## config.mk

```make
export PLATFORM = sky130hd
export DESIGN_NAME = ram_bus_arbiter_flat
export DESIGN_NICKNAME = d
export VERILOG_FILES = /design/src/rtl/ram_bus_arbiter_pkg.sv /design/src/rtl/ram_bus_arbiter_if.sv /design/src/rtl/ram_bus_arbiter_timeout.sv /design/src/rtl/ram_bus_arbiter.sv /design/src/flat_wrapper.sv
export SDC_FILE = /design/constraint.sdc
export NUM_CORES = 1
export LEC_CHECK = 0
export CAP_MARGIN = 20
export CORE_AREA = 2 2 107 109
export DETAILED_ROUTE_END_ITERATION = 7
export DIE_AREA = 0 0 109 111
export PLACE_DENSITY_LB_ADDON = 0.05
export SETUP_SLACK_MARGIN = 0.2
export SYNTH_ARGS = -nofsm -noshare
export SYNTH_HDL_FRONTEND = slang
export SYNTH_SLANG_ARGS = --single-unit
```

## constraint.sdc

```tcl
create_clock -name clk -period 2.2 [get_ports clk]
set_input_delay 0.44 -clock clk [delete_from_list [all_inputs] [get_ports clk]]
set_output_delay 0.44 -clock clk [all_outputs]
set_load 0.02 [all_outputs]
```

## src/rtl/ram_bus_arbiter_pkg.sv

```systemverilog
// rtl/ram_bus_arbiter_pkg.sv - shared widths, mem op codes, arbiter state codes and grant helper
package ram_bus_arbiter_pkg;
  localparam int ADDR_WIDTH = 32;
  localparam int DATA_WIDTH = 32;

  localparam logic [3:0] OP_LB  = 4'd0;
  localparam logic [3:0] OP_LH  = 4'd1;
  localparam logic [3:0] OP_LW  = 4'd2;
  localparam logic [3:0] OP_LBU = 4'd3;
  localparam logic [3:0] OP_LHU = 4'd4;
  localparam logic [3:0] OP_SB  = 4'd5;
  localparam logic [3:0] OP_SH  = 4'd6;
  localparam logic [3:0] OP_SW  = 4'd7;

  typedef enum logic [1:0] {
    ARB_IDLE    = 2'd0,
    ARB_GRANT_D = 2'd1,
    ARB_GRANT_I = 2'd2
  } arb_state_e;

  typedef enum logic {
    SIDE_INST = 1'b0,
    SIDE_DATA = 1'b1
  } side_e;

  // With both requesters pending, the side that did not win last time goes next.
  function automatic side_e arb_pick(input logic i_pend, input logic d_pend, input side_e last);
    if (d_pend && !i_pend) return SIDE_DATA;
    if (i_pend && !d_pend) return SIDE_INST;
    return (last == SIDE_INST) ? SIDE_DATA : SIDE_INST;
  endfunction
endpackage

```

## src/rtl/ram_bus_arbiter_if.sv

```systemverilog
// rtl/ram_bus_arbiter_if.sv - fetch, data and RAM port signals shared by the arbiter and its environment
interface ram_bus_arbiter_if;
  import ram_bus_arbiter_pkg::*;

  logic                  i_req;
  logic [ADDR_WIDTH-1:0] i_addr;
  logic                  i_ack;
  logic [DATA_WIDTH-1:0] i_rdata;
  logic                  i_err;

  logic                  d_req;
  logic                  d_we;
  logic [ADDR_WIDTH-1:0] d_addr;
  logic [DATA_WIDTH-1:0] d_wdata;
  logic [3:0]            d_op;
  logic                  d_ack;
  logic [DATA_WIDTH-1:0] d_rdata;
  logic                  d_err;
  logic                  stall;

  logic                  mem_req;
  logic                  mem_we;
  logic [ADDR_WIDTH-1:0] mem_addr;
  logic [DATA_WIDTH-1:0] mem_wdata;
  logic [3:0]            mem_op;
  logic                  mem_ack;
  logic [DATA_WIDTH-1:0] mem_rdata;

  modport slave (
    input  i_req, i_addr, d_req, d_we, d_addr, d_wdata, d_op, mem_ack, mem_rdata,
    output i_ack, i_rdata, i_err, d_ack, d_rdata, d_err, stall,
    output mem_req, mem_we, mem_addr, mem_wdata, mem_op
  );

  modport master (
    output i_req, i_addr, d_req, d_we, d_addr, d_wdata, d_op, mem_ack, mem_rdata,
    input  i_ack, i_rdata, i_err, d_ack, d_rdata, d_err, stall,
    input  mem_req, mem_we, mem_addr, mem_wdata, mem_op
  );
endinterface

```

## src/rtl/ram_bus_arbiter_timeout.sv

```systemverilog
// rtl/ram_bus_arbiter_timeout.sv - per-grant watchdog counter, expires at TIMEOUT_CYCLES-1
module bus_timeout_counter #(
  parameter int TIMEOUT_CYCLES = 16
) (
  input  logic clk,
  input  logic rst,
  input  logic clear,
  input  logic enable,
  output logic expire
);
  localparam int CW = $clog2(TIMEOUT_CYCLES);

  logic [CW-1:0] cnt;

  always_ff @(posedge clk) begin
    if (rst || clear) begin
      cnt <= '0;
    end else if (enable) begin
      cnt <= cnt + CW'(1);
    end
  end

  assign expire = (cnt == CW'(TIMEOUT_CYCLES - 1));
endmodule

```

## src/rtl/ram_bus_arbiter.sv

```systemverilog
// rtl/ram_bus_arbiter.sv - round-robin sharing of one RAM port between fetch and data access
module ram_bus_arbiter
  import ram_bus_arbiter_pkg::*;
#(
  parameter int TIMEOUT_CYCLES = 16
) (
  input logic              clk,
  input logic              rst,
  ram_bus_arbiter_if.slave bus
);
  arb_state_e state;
  side_e      last_grant;
  logic       grant_d;
  logic       grant_i;
  logic       in_grant;
  logic       expire;
  logic       acked;
  logic       timed_out;
  logic       start_d;
  logic       start_i;

  assign grant_d   = (state == ARB_GRANT_D);
  assign grant_i   = (state == ARB_GRANT_I);
  assign in_grant  = grant_d | grant_i;
  assign acked     = in_grant & bus.mem_ack;
  // An ack landing on the expiry cycle completes normally.
  assign timed_out = in_grant & expire & ~bus.mem_ack;

  assign bus.i_ack   = grant_i & bus.mem_ack;
  assign bus.d_ack   = grant_d & bus.mem_ack;
  assign bus.i_err   = grant_i & timed_out;
  assign bus.d_err   = grant_d & timed_out;
  assign bus.i_rdata = bus.i_ack ? bus.mem_rdata : '0;
  assign bus.d_rdata = bus.d_ack ? bus.mem_rdata : '0;
  assign bus.stall   = bus.d_req & ~bus.d_ack & ~bus.d_err;

  // After an ack only the other requester is considered, so the finished one never re-wins on a stale req.
  always_comb begin
    start_d = 1'b0;
    start_i = 1'b0;
    unique case (state)
      ARB_IDLE: begin
        if (bus.i_req || bus.d_req) begin
          if (arb_pick(bus.i_req, bus.d_req, last_grant) == SIDE_DATA) start_d = 1'b1;
          else start_i = 1'b1;
        end
      end
      ARB_GRANT_D: start_i = bus.mem_ack & bus.i_req;
      ARB_GRANT_I: start_d = bus.mem_ack & bus.d_req;
      default: ;
    endcase
  end

  always_ff @(posedge clk) begin
    if (rst) begin
      state         <= ARB_IDLE;
      last_grant    <= SIDE_INST;
      bus.mem_req   <= 1'b0;
      bus.mem_we    <= 1'b0;
      bus.mem_addr  <= '0;
      bus.mem_wdata <= '0;
      bus.mem_op    <= '0;
    end else if (start_d) begin
      state         <= ARB_GRANT_D;
      last_grant    <= SIDE_DATA;
      bus.mem_req   <= 1'b1;
      bus.mem_we    <= bus.d_we;
      bus.mem_addr  <= bus.d_addr;
      bus.mem_wdata <= bus.d_wdata;
      bus.mem_op    <= bus.d_op;
    end else if (start_i) begin
      state         <= ARB_GRANT_I;
      last_grant    <= SIDE_INST;
      bus.mem_req   <= 1'b1;
      bus.mem_we    <= 1'b0;
      bus.mem_addr  <= bus.i_addr;
      bus.mem_wdata <= '0;
      bus.mem_op    <= OP_LW;
    end else if (acked || timed_out) begin
      state         <= ARB_IDLE;
      bus.mem_req   <= 1'b0;
      bus.mem_we    <= 1'b0;
      bus.mem_addr  <= '0;
      bus.mem_wdata <= '0;
      bus.mem_op    <= '0;
    end
  end

  bus_timeout_counter #(
    .TIMEOUT_CYCLES(TIMEOUT_CYCLES)
  ) u_timeout (
    .clk    (clk),
    .rst    (rst),
    .clear  (start_d | start_i | ~in_grant),
    .enable (in_grant),
    .expire (expire)
  );
endmodule

```

## src/flat_wrapper.sv

```systemverilog
// flat-port wrapper written by rule: the top's interface ports become plain ports
module ram_bus_arbiter_flat import ram_bus_arbiter_pkg::*;
#(
  parameter int TIMEOUT_CYCLES = 16
)
  (clk, rst, bus_i_req, bus_i_addr, bus_d_req, bus_d_we, bus_d_addr, bus_d_wdata, bus_d_op, bus_mem_ack, bus_mem_rdata, bus_i_ack, bus_i_rdata, bus_i_err, bus_d_ack, bus_d_rdata, bus_d_err, bus_stall, bus_mem_req, bus_mem_we, bus_mem_addr, bus_mem_wdata, bus_mem_op);
  ram_bus_arbiter_if bus_i ();
  input logic clk;
  input logic rst;
  input wire logic [$bits(bus_i.i_req)-1:0] bus_i_req;
  input wire logic [$bits(bus_i.i_addr)-1:0] bus_i_addr;
  input wire logic [$bits(bus_i.d_req)-1:0] bus_d_req;
  input wire logic [$bits(bus_i.d_we)-1:0] bus_d_we;
  input wire logic [$bits(bus_i.d_addr)-1:0] bus_d_addr;
  input wire logic [$bits(bus_i.d_wdata)-1:0] bus_d_wdata;
  input wire logic [$bits(bus_i.d_op)-1:0] bus_d_op;
  input wire logic [$bits(bus_i.mem_ack)-1:0] bus_mem_ack;
  input wire logic [$bits(bus_i.mem_rdata)-1:0] bus_mem_rdata;
  output wire logic [$bits(bus_i.i_ack)-1:0] bus_i_ack;
  output wire logic [$bits(bus_i.i_rdata)-1:0] bus_i_rdata;
  output wire logic [$bits(bus_i.i_err)-1:0] bus_i_err;
  output wire logic [$bits(bus_i.d_ack)-1:0] bus_d_ack;
  output wire logic [$bits(bus_i.d_rdata)-1:0] bus_d_rdata;
  output wire logic [$bits(bus_i.d_err)-1:0] bus_d_err;
  output wire logic [$bits(bus_i.stall)-1:0] bus_stall;
  output wire logic [$bits(bus_i.mem_req)-1:0] bus_mem_req;
  output wire logic [$bits(bus_i.mem_we)-1:0] bus_mem_we;
  output wire logic [$bits(bus_i.mem_addr)-1:0] bus_mem_addr;
  output wire logic [$bits(bus_i.mem_wdata)-1:0] bus_mem_wdata;
  output wire logic [$bits(bus_i.mem_op)-1:0] bus_mem_op;
  assign bus_i.i_req = bus_i_req;
  assign bus_i.i_addr = bus_i_addr;
  assign bus_i.d_req = bus_d_req;
  assign bus_i.d_we = bus_d_we;
  assign bus_i.d_addr = bus_d_addr;
  assign bus_i.d_wdata = bus_d_wdata;
  assign bus_i.d_op = bus_d_op;
  assign bus_i.mem_ack = bus_mem_ack;
  assign bus_i.mem_rdata = bus_mem_rdata;
  assign bus_i_ack = bus_i.i_ack;
  assign bus_i_rdata = bus_i.i_rdata;
  assign bus_i_err = bus_i.i_err;
  assign bus_d_ack = bus_i.d_ack;
  assign bus_d_rdata = bus_i.d_rdata;
  assign bus_d_err = bus_i.d_err;
  assign bus_stall = bus_i.stall;
  assign bus_mem_req = bus_i.mem_req;
  assign bus_mem_we = bus_i.mem_we;
  assign bus_mem_addr = bus_i.mem_addr;
  assign bus_mem_wdata = bus_i.mem_wdata;
  assign bus_mem_op = bus_i.mem_op;
  ram_bus_arbiter #(.TIMEOUT_CYCLES(TIMEOUT_CYCLES)) u_core (.clk(clk), .rst(rst), .bus(bus_i));
endmodule
```

Word level (Yosys, flattened, before mapping) --
Index checks and enable logic that the tools add are counted.
Storage, ports and cells: register bits 77, latch bits 0, bits in writable memories 0, memory bits (read-only) 0, input bits 138, output and inout bits 139, memories kept 0
Cells by class: add/subtract/negate cells 1, $mul 0, div/mod/pow operators 0, order comparisons 0, equality and inequality tests 3, shifts and indexed selects 0, multiplexer cells 40, bitwise logic cells 18, reductions and logical operators 12
Operators by type and width (count):
- 2-to-1 mux 32 bit | 7
- 2-to-1 mux 1 bit | 26
- 2-to-1 mux 4 bit | 3
- bitwise AND 1 bit | 11
- adder 4 x 1 -> 4 bit, second input constant | 1
- == test 4 bit, second input constant | 1
- 2-to-1 mux 2 bit | 2
- inverter 1 bit | 4
- one-hot mux 1 bit (2 select lines) | 2
- nonzero test 2 bit | 2
- logical OR 1 bit | 3
- bitwise OR 1 bit | 3
- nonzero test 3 bit | 1
- == test 2 x 1 -> 1 bit, second input constant | 1
- == test 2 bit, second input constant | 1
- logical AND 1 bit | 2
- zero test 1 bit | 2
- zero test 2 bit | 1
- OR reduction 2 bit | 1

Depth between registers and ports, before layout --
Gate-level depths: netlist (run 1).
depth after elaboration 18, mapped depth 9, mapped depth without buffers 6

Hierarchy --
From an unflattened synthesis (run 1), not the netlist that was laid out.
Unflattened totals: cells, all modules 437, area, all modules 3807.4 um2
Modules (own cells, without submodules):
- ram_bus_arbiter | times used 1, cells each 419, area an instance 3613.5 um2
- bus_timeout_counter | times used 1, cells each 18, area an instance 193.9 um2

Least setup slack after synthesis (run 1) --
Ideal clock, no wire load.
path kind register to output, start register u_core.state[0], end output bus_stall, arrival time 1.647 ns, setup slack 0.113 ns, stages on the path, launching flop included 7, path buffers 0, path through dfxtp_1 > inv_1 > ha_1 > nand4_1 > nor2_1 > and2_1 > nor3b_1
On the way: cells in the longest elaborated chain, start to end 7, elaborated cells between the ends (all ways) 11, classes of those cells 2 x eq/ne; 9 x bitwise
RTL lines:
- start: declaration | line ram_bus_arbiter.sv:11 | arb_state_e state;
- start signal: assignment | line ram_bus_arbiter.sv:56 | state <= ARB_IDLE;
- start signal: assignment | line ram_bus_arbiter.sv:64 | state <= ARB_GRANT_D;
- start signal: assignment | line ram_bus_arbiter.sv:72 | state <= ARB_GRANT_I;
- == test 2 x 1 -> 1 bit or == test 2 bit (tied branches) | line ram_bus_arbiter.sv:22, ram_bus_arbiter.sv:23
- bitwise OR 1 bit * | line ram_bus_arbiter.sv:24 | assign in_grant = grant_d | grant_i;
- via u_core.in_grant | line ram_bus_arbiter.sv:15 | logic in_grant;
- bitwise AND 1 bit * (2 in a row) | line ram_bus_arbiter.sv:27 | assign timed_out = in_grant & expire & ~bus.mem_ack;
- bitwise AND 1 bit * | line ram_bus_arbiter.sv:32 | assign bus.d_err = grant_d & timed_out;
- via bus_d_err | line flat_wrapper.sv:24 | output wire logic [$bits(bus_i.d_err)-1:0] bus_d_err;
- inverter 1 bit * | line ram_bus_arbiter.sv:35 | assign bus.stall = bus.d_req & ~bus.d_ack & ~bus.d_err;
- bitwise AND 1 bit * | line ram_bus_arbiter.sv:35
- end: declaration | line flat_wrapper.sv:25 | output wire logic [$bits(bus_i.stall)-1:0] bus_stall;
Mark *: on every way through the listed nets, which the timed path passes. The rest lies on a longest branch.

Worst setup path in the final report (run 1) --
start register u_core.state[1], end register u_core.bus.mem_addr[28]
On the way: cells in the longest elaborated chain, start to end 6, elaborated cells between the ends (all ways) 13, classes of those cells 2 x eq/ne; 4 x mux; 4 x bitwise; 3 x reduce/logical
RTL lines:
- == test 2 x 1 -> 1 bit or == test 2 bit (tied branches) | line ram_bus_arbiter.sv:22, ram_bus_arbiter.sv:41, ram_bus_arbiter.sv:23
- bitwise OR 1 bit | line ram_bus_arbiter.sv:24
- bitwise AND 1 bit (2 in a row) | line ram_bus_arbiter.sv:27
- logical OR 1 bit | line ram_bus_arbiter.sv:79 | end else if (acked || timed_out) begin
- nonzero test 3 bit (no source line)
- end signal: assignment | line ram_bus_arbiter.sv:68 | bus.mem_addr <= bus.d_addr;
- end signal: assignment | line ram_bus_arbiter.sv:76 | bus.mem_addr <= bus.i_addr;
- end: declaration | line ram_bus_arbiter_if.sv:32 | output mem_req, mem_we, mem_addr, mem_wdata, mem_op
Parallel ways exist; a longest one is shown, timed or not. A chain may end at the register's enable or synchronous reset.

==> results of run 1 <==
[per-layer routing]
metal	vias to the layer above	routed length [um]	track usage
met4	0	246	0.06752
li1	1779	-	-
met3	21	1146	0.07113
met1	1728	5076	0.2309
met5	-	0	0
met2	154	6262	0.3308
[Yosys cell counts (all sizes together)]
| cell | n | area [um2] |
|---|---|---|
| a21boi | 2 | 15.01 |
| a21oi | 3 | 15.01 |
| a221o | 32 | 320.3 |
| a22o | 36 | 315.3 |
| a2bb2oi | 1 | 26.28 |
| a311oi | 1 | 8.760 |
| a31oi | 1 | 6.260 |
| and2 | 36 | 227.7 |
| and2b | 1 | 7.510 |
| and3 | 64 | 400.4 |
| and4 | 1 | 8.760 |
| buf | 12 | 78.82 |
| clkbuf | 19 | 71.32 |
| dfxtp | 77 | 1541 |
| ha | 4 | 50.05 |
| inv | 4 | 15.01 |
| nand2 | 7 | 26.28 |
| nand3 | 1 | 5.000 |
| nand4 | 3 | 18.77 |
| nor2 | 6 | 22.52 |
| nor3b | 2 | 20.02 |
| o211a | 1 | 10.01 |
| o21ai | 1 | 8.760 |
| xor2 | 2 | 17.52 |
[sequential cells by signal (all words and copies together), names as in the netlist]
name / count
u_core.bus.mem_wdata: 32
u_core.bus.mem_addr: 32
u_core.u_timeout.cnt: 4
u_core.bus.mem_op: 4
u_core.state: 2
u_core.bus.mem_req: 1
u_core.last_grant: 1
u_core.bus.mem_we: 1
[kinds of logic after synthesis]
family          synth area share
compound gates            0.2242
simple gates              0.2277
flops                     0.4762
fa+ha+maj                0.01546
xor+xnor                0.005413
buf+inv                  0.05102
[layout make-up]
type	count	area share
inverters	4	0.002228
repair buffers	315	0.4534
well taps	143	0.02655
multi-input cells	205	0.2404
clock buffers	12	0.03806
clock inverters	3	0.01021
flip-flops and latches	77	0.2291
[power by group through the flow]
| stage | Combinational (mW) | Clock [mW] | Sequential, mW |
|---|---|---|---|
| floorplan | 0.462 | 0 | 1.84 |
| global route | 1.65 | 1.69 | 1.66 |
| detailed placement | 1.46 | 0 | 1.66 |
| finish | 1.55 | 1.60 | 1.64 |
| CTS | 1.45 | 1.64 | 1.64 |
| global placement | 1.45 | 0 | 1.66 |
[critical path, delay by kind of cell, from the launching register on]
family / cells / cell delay, ns
buffers and inverters: 6 / 0.72
AO/OA/AOI/OAI: 2 / 0.46
flip-flops: 1 / 0.34
AND/OR/NAND/NOR: 2 / 0.23
adder cells (fa/ha/maj): 1 / 0.19
[metrics by stage]
step	hold WS, ns	util	TNS [ns]	cells
after CTS	0.4565	0.5777	0	749
after global routing	0.4827	0.6084	0	759
after global placement	0.4326	0.5707	-24.12	734
final	0.4607	0.6084	0	759
after detailed placement	0.4487	0.5707	-26.30	734
after floorplan	0.4176	-	0	317
[final timing paths]
path              cells past startpoint               startpoint                 endpoint
setup / recovery                     11          u_core.state[1]  u_core.bus.mem_addr[28]
hold reg to reg                       1  u_core.u_timeout.cnt[0]  u_core.u_timeout.cnt[0]
setup reg to reg                     11          u_core.state[1]  u_core.bus.mem_addr[28]
hold / removal                        1  u_core.u_timeout.cnt[0]  u_core.u_timeout.cnt[0]
[repair_timing]
action | CTS | global route
gates cloned | 0 | 6
endpoints found under the hold margin | 0 | 0
endpoints found under the setup margin | 128 | 104
buffers inserted | 0 | 4
gates resized for setup | 293 | 56
pin swaps | 5 | 19
==> flow_summary_export.csv, run 1 <==
group,metric,value,unit
floorplanning,die_h,111,um
timing,setup_viol,0,
timing,maxSlewHeadroom,0.8339,
layout,antenna_cells,0,
power,power,4.789,mW
hold_path,hold_class,"reg2reg",
worst_setup_path,crit_chain,"inv_2 -> buf_4 -> ha_4 -> and2_4 -> buf_4 -> a2bb2oi_4 -> buf_6 -> nor3b_4 -> buf_6 -> buf_12 -> a221o_1",
placed_design,io_buffers,276,
timing,layout_setup_ws,0.1397,ns
detailed_routing,drtPass1Iterations,4,
layout,area_growth,108.2,%
status,status,"finished, final reports clean",
logic_synthesis,synth_nets,459,
timing,hold_violations,0,
layout,mostFrequentLayoutCells,"clkdlybuf4s50_1 (206), dfxtp_1 (75), and3_1 (57)",
worst_setup_path,cp-end-kind,"register",
floorplanning,ios,277,
power,p_comb_frac,0.324,
clocking,cts_tree,"yes",
floorplanning,initial_core_util,0.2922,
worst_setup_path,rrSetupSlack,0.14,ns
detailed_routing,drc,0,
layout,final_nets,754,
flow_run,drv_cap,0,
clocking,clk_path_buf_depth,2,
layout,regArea,1544,um2
detailed_routing,num_vias,3682,
global_route,globalRouteTotalUtil,0.1978,
worst_setup_path,critPathSlowestCell,"dfxtp_2",
clocking,clockRootBuffer,"clkbuf_16",
detailed_routing,drtAntennaViolNets,0,
worst_setup_path,path_class,"reg2reg",
layout,multi_input_area,1620,um2
power,netSwitchingPower,1.316,mW
timing,finalClockSkew,0.007239,ns
power,ir_drop,399.1,uV
global_route,overflow,0,
placed_design,dpl_worst_slack,-0.2893,ns
power,clkPwrFrac,0.333,
power,p_sw_frac,0.2748,
logic_synthesis,ys_types,27,
global_route,grt_pass1_vias,3616,
logic_synthesis,synth-seq-cells,77,
placed_design,dp_hpwl,9114,um
layout,final_area,6739,um2
timing,fmax,0.4854,GHz
power,power_density,710.6,nW/um2
worst_setup_path,cp.required,2.41,ns
layout,fillers,975,
global_route,antenna_found_initial,0,
detailed_routing,first_iter_violations,151,
global_route,grt_max_degree,28,
clocking,postCtsHoldBufs,0,
timing,rsz0062_at_grt,"yes",
detailed_routing,drt-wirelength-per-cell,16.77,um
floorplanning,placement_rows,39,
worst_setup_path,arrival,2.27,ns
floorplanning,core-area,11080,um2
layout,layout-drive-gt1-share,0.2338,
logic_synthesis,syn_avg_cell_area,10.21,um2
layout,final_common_cell,"clkdlybuf4s50_1",
clocking,clock_latency,0.33,ns
placed_design,place_area,6321,um2
floorplanning,die_w,109,um
worst_setup_path,cpPeakStageDelay,0.34,ns
detailed_routing,post_drt_via_cell_ratio,4.851,
global_route,grt_pass1_wl,18910,um
power,intPower,3.473,mW
detailed_routing,wl,12730,um
clocking,clk_pin_slew,0.06,ns
worst_setup_path,crit_path_max_fanout,12,
power,power_leakage,3.038,nW
timing,worst_slew_pin_slew,0.2484,ns
worst_setup_path,worstSetupStartpointType,"register",
timing,maxSlewViolCount,0,
power,pwr-share-seq,0.343,
timing,min_period,2.060,ns
logic_synthesis,syn_inst,317,
timing,period_share,0.9365,
clocking,ctsHtreeMaxLevel,3,
clocking,cts_buffers,9,
clocking,cts.sinks,77,
logic_synthesis,ys_seq_area_frac,0.4762,
floorplanning,die_area,12100,um2
logic_synthesis,synth-warning-count,0,
placed_design,place_congestion,0.8192,
logic_synthesis,synthesis.area,3237,um2
No activity file was read; power rests on OpenSTA's default activity.
==> run 2: changes to the inputs <==
- CTS_BUF_LIST: unset -> sky130_fd_sc_hd__clkbuf_16
==> run 2 against run 1 <==
Via count fell by 0.87%. Final area fell by 3.0%. Register-to-register slack about the same. Global-route usage barely moved. Critical endpoint unchanged. Largest cell class unchanged. Largest power group unchanged. Highest routed layer unchanged.
==> flow_summary_export.csv, run 2 (synthesized netlist as in run 1, its figures left out) <==
group,metric,value,unit
clocking,clk_pin_slew,0.06,ns
detailed_routing,post_drt_via_cell_ratio,4.828,
floorplanning,placement_rows,39,
global_route,grt_pass1_vias,3614,
global_route,grt_max_degree,28,
clocking,cts_buffers,9,
placed_design,place_inst,734,
floorplanning,die_h,111,um
clocking,clk_path_buf_depth,2,
worst_setup_path,arrival,2.27,ns
floorplanning,initial_core_util,0.2922,
detailed_routing,wl,12430,um
placed_design,dpl_worst_slack,-0.2893,ns
floorplanning,core-area,11080,um2
layout,final_area,6536,um2
timing,finalClockSkew,0.008190,ns
layout,top_regs,"u_core.bus.mem_addr: 32 flops, u_core.bus.mem_wdata: 32 flops",
clocking,clock_latency,0.33,ns
layout,fin_cells,756,
detailed_routing,drc,0,
power,power_density,713.7,nW/um2
detailed_routing,first_iter_violations,137,
detailed_routing,num_vias,3650,
clocking,ctsHtreeMaxLevel,3,
floorplanning,die_area,12100,um2
status,status,"finished, final reports clean",
layout,final_common_cell,"clkdlybuf4s50_1",
detailed_routing,drtPass1Iterations,4,
layout,regArea,1544,um2
layout,multi_input_area,1590,um2
global_route,antenna_found_initial,0,
hold_path,hold_class,"reg2reg",
timing,period_share,0.9363,
placed_design,dp_hpwl,9114,um
timing,hold_violations,0,
timing,setup_viol,0,
timing,fmax,0.4855,GHz
global_route,globalRouteTotalUtil,0.1978,
worst_setup_path,crit_path_max_fanout,12,
layout,mostFrequentLayoutCells,"clkdlybuf4s50_1 (206), dfxtp_1 (75), and3_1 (63)",
timing,worst_slew_pin_slew,0.2477,ns
clocking,cts_tree,"yes",
worst_setup_path,path_class,"reg2reg",
placed_design,place_congestion,0.8192,
worst_setup_path,cp-end-kind,"register",
timing,min_period,2.060,ns
placed_design,io_buffers,276,
clocking,postCtsHoldBufs,0,
layout,area_growth,101.9,%
timing,fin_tns_setup,0,ns
worst_setup_path,cp.required,2.41,ns
detailed_routing,drtAntennaViolNets,0,
global_route,overflow,0,
timing,maxSlewViolCount,0,
layout,antenna_cells,0,
timing,layout_setup_ws,0.1402,ns
timing,maxSlewHeadroom,0.8343,
flow_run,drv_cap,0,
power,power_leakage,3.006,nW
floorplanning,die_w,109,um
clocking,clockRootBuffer,"clkbuf_16",
floorplanning,ios,277,
power,ir_drop,399.6,uV
placed_design,place_area,6321,um2
timing,finalHoldWorstSlack,0.4605,ns
timing,rsz0062_at_grt,"yes",
clocking,cts.sinks,77,
layout,final_nets,751,
layout,fillers,999,
global_route,grt_pass1_wl,18910,um
layout,layout-drive-gt1-share,0.2170,
worst_setup_path,worstSetupStartpointType,"register",
detailed_routing,drt-wirelength-per-cell,16.44,um
run 2: cell types whose count changed in the layout (fill, tap and decap cells not counted), moves of 2 or more:
cell       before  now
buf_6          29   13
buf_2          42   56
and3_1         57   63
and3_4          7    1
clkbuf_16      13   11
clkbuf_8        2    0
clkinv_1        0    2
run 2: layout make-up:
cell class / count / share of cell area
Clock buffer: 9 / 0.03446
Tap cell: 143 / 0.02737
Inverter: 4 / 0.002297
Multi-Input combinational cell: 205 / 0.2433
Clock inverter: 6 / 0.01225
Timing Repair Buffer: 312 / 0.4441
Sequential cell: 77 / 0.2362
run 2: worst paths after layout:
kind | from | end | slack, ns | depth (start not counted)
worst max-delay path | u_core.state[1] | u_core.bus.mem_addr[28] | 0.14 | 11
worst min-delay path | u_core.u_timeout.cnt[0] | u_core.u_timeout.cnt[0] | 0.46 | 1
worst max register to register | u_core.state[1] | u_core.bus.mem_addr[28] | 0.14 | 11
worst min register to register | u_core.u_timeout.cnt[0] | u_core.u_timeout.cnt[0] | 0.46 | 1
run 2: layer usage:
| layer | vias to the layer above | track usage | part of all wire |
|---|---|---|---|
| met5 | - | 0 | 0 |
| met4 | 0 | 0.06410 | 0.017 |
| li1 | 1774 | - | - |
| met3 | 19 | 0.07055 | 0.091 |
| met2 | 153 | 0.3308 | 0.49 |
| met1 | 1704 | 0.2328 | 0.40 |
run 2: through the flow:
step | util | total power, mW
2_1_floorplan | - | 2.305
3_3_place_gp | 0.5707 | 3.113
3_5_place_dp | 0.5707 | 3.125
4_1_cts | 0.5759 | 4.656
5_1_grt | 0.5901 | 4.878
6_report | 0.5901 | 4.665
run 2: power by group:
group	internal, mW	switching (mW)
Sequential	1.56	0.0858
Clock	0.976	0.543
Combinational	0.833	0.671
run 2: what timing repair did:
action	4_1_cts	5_1_grt
pin swaps	5	18
gates cloned	0	3
setup buffers	0	4
resized for setup	293	21
endpoints found under the hold margin	0	0
endpoints found under the setup margin	128	104
run 2: critical path: stages, from the launching register on:
cell and delay, ns:
dfxtp_2 0.34, inv_2 0.05, buf_4 0.14, ha_4 0.19
and2_4 0.17, buf_4 0.13, a2bb2oi_4 0.12, buf_6 0.14
nor3b_4 0.05, buf_6 0.12, buf_12 0.14, a221o_1 0.35
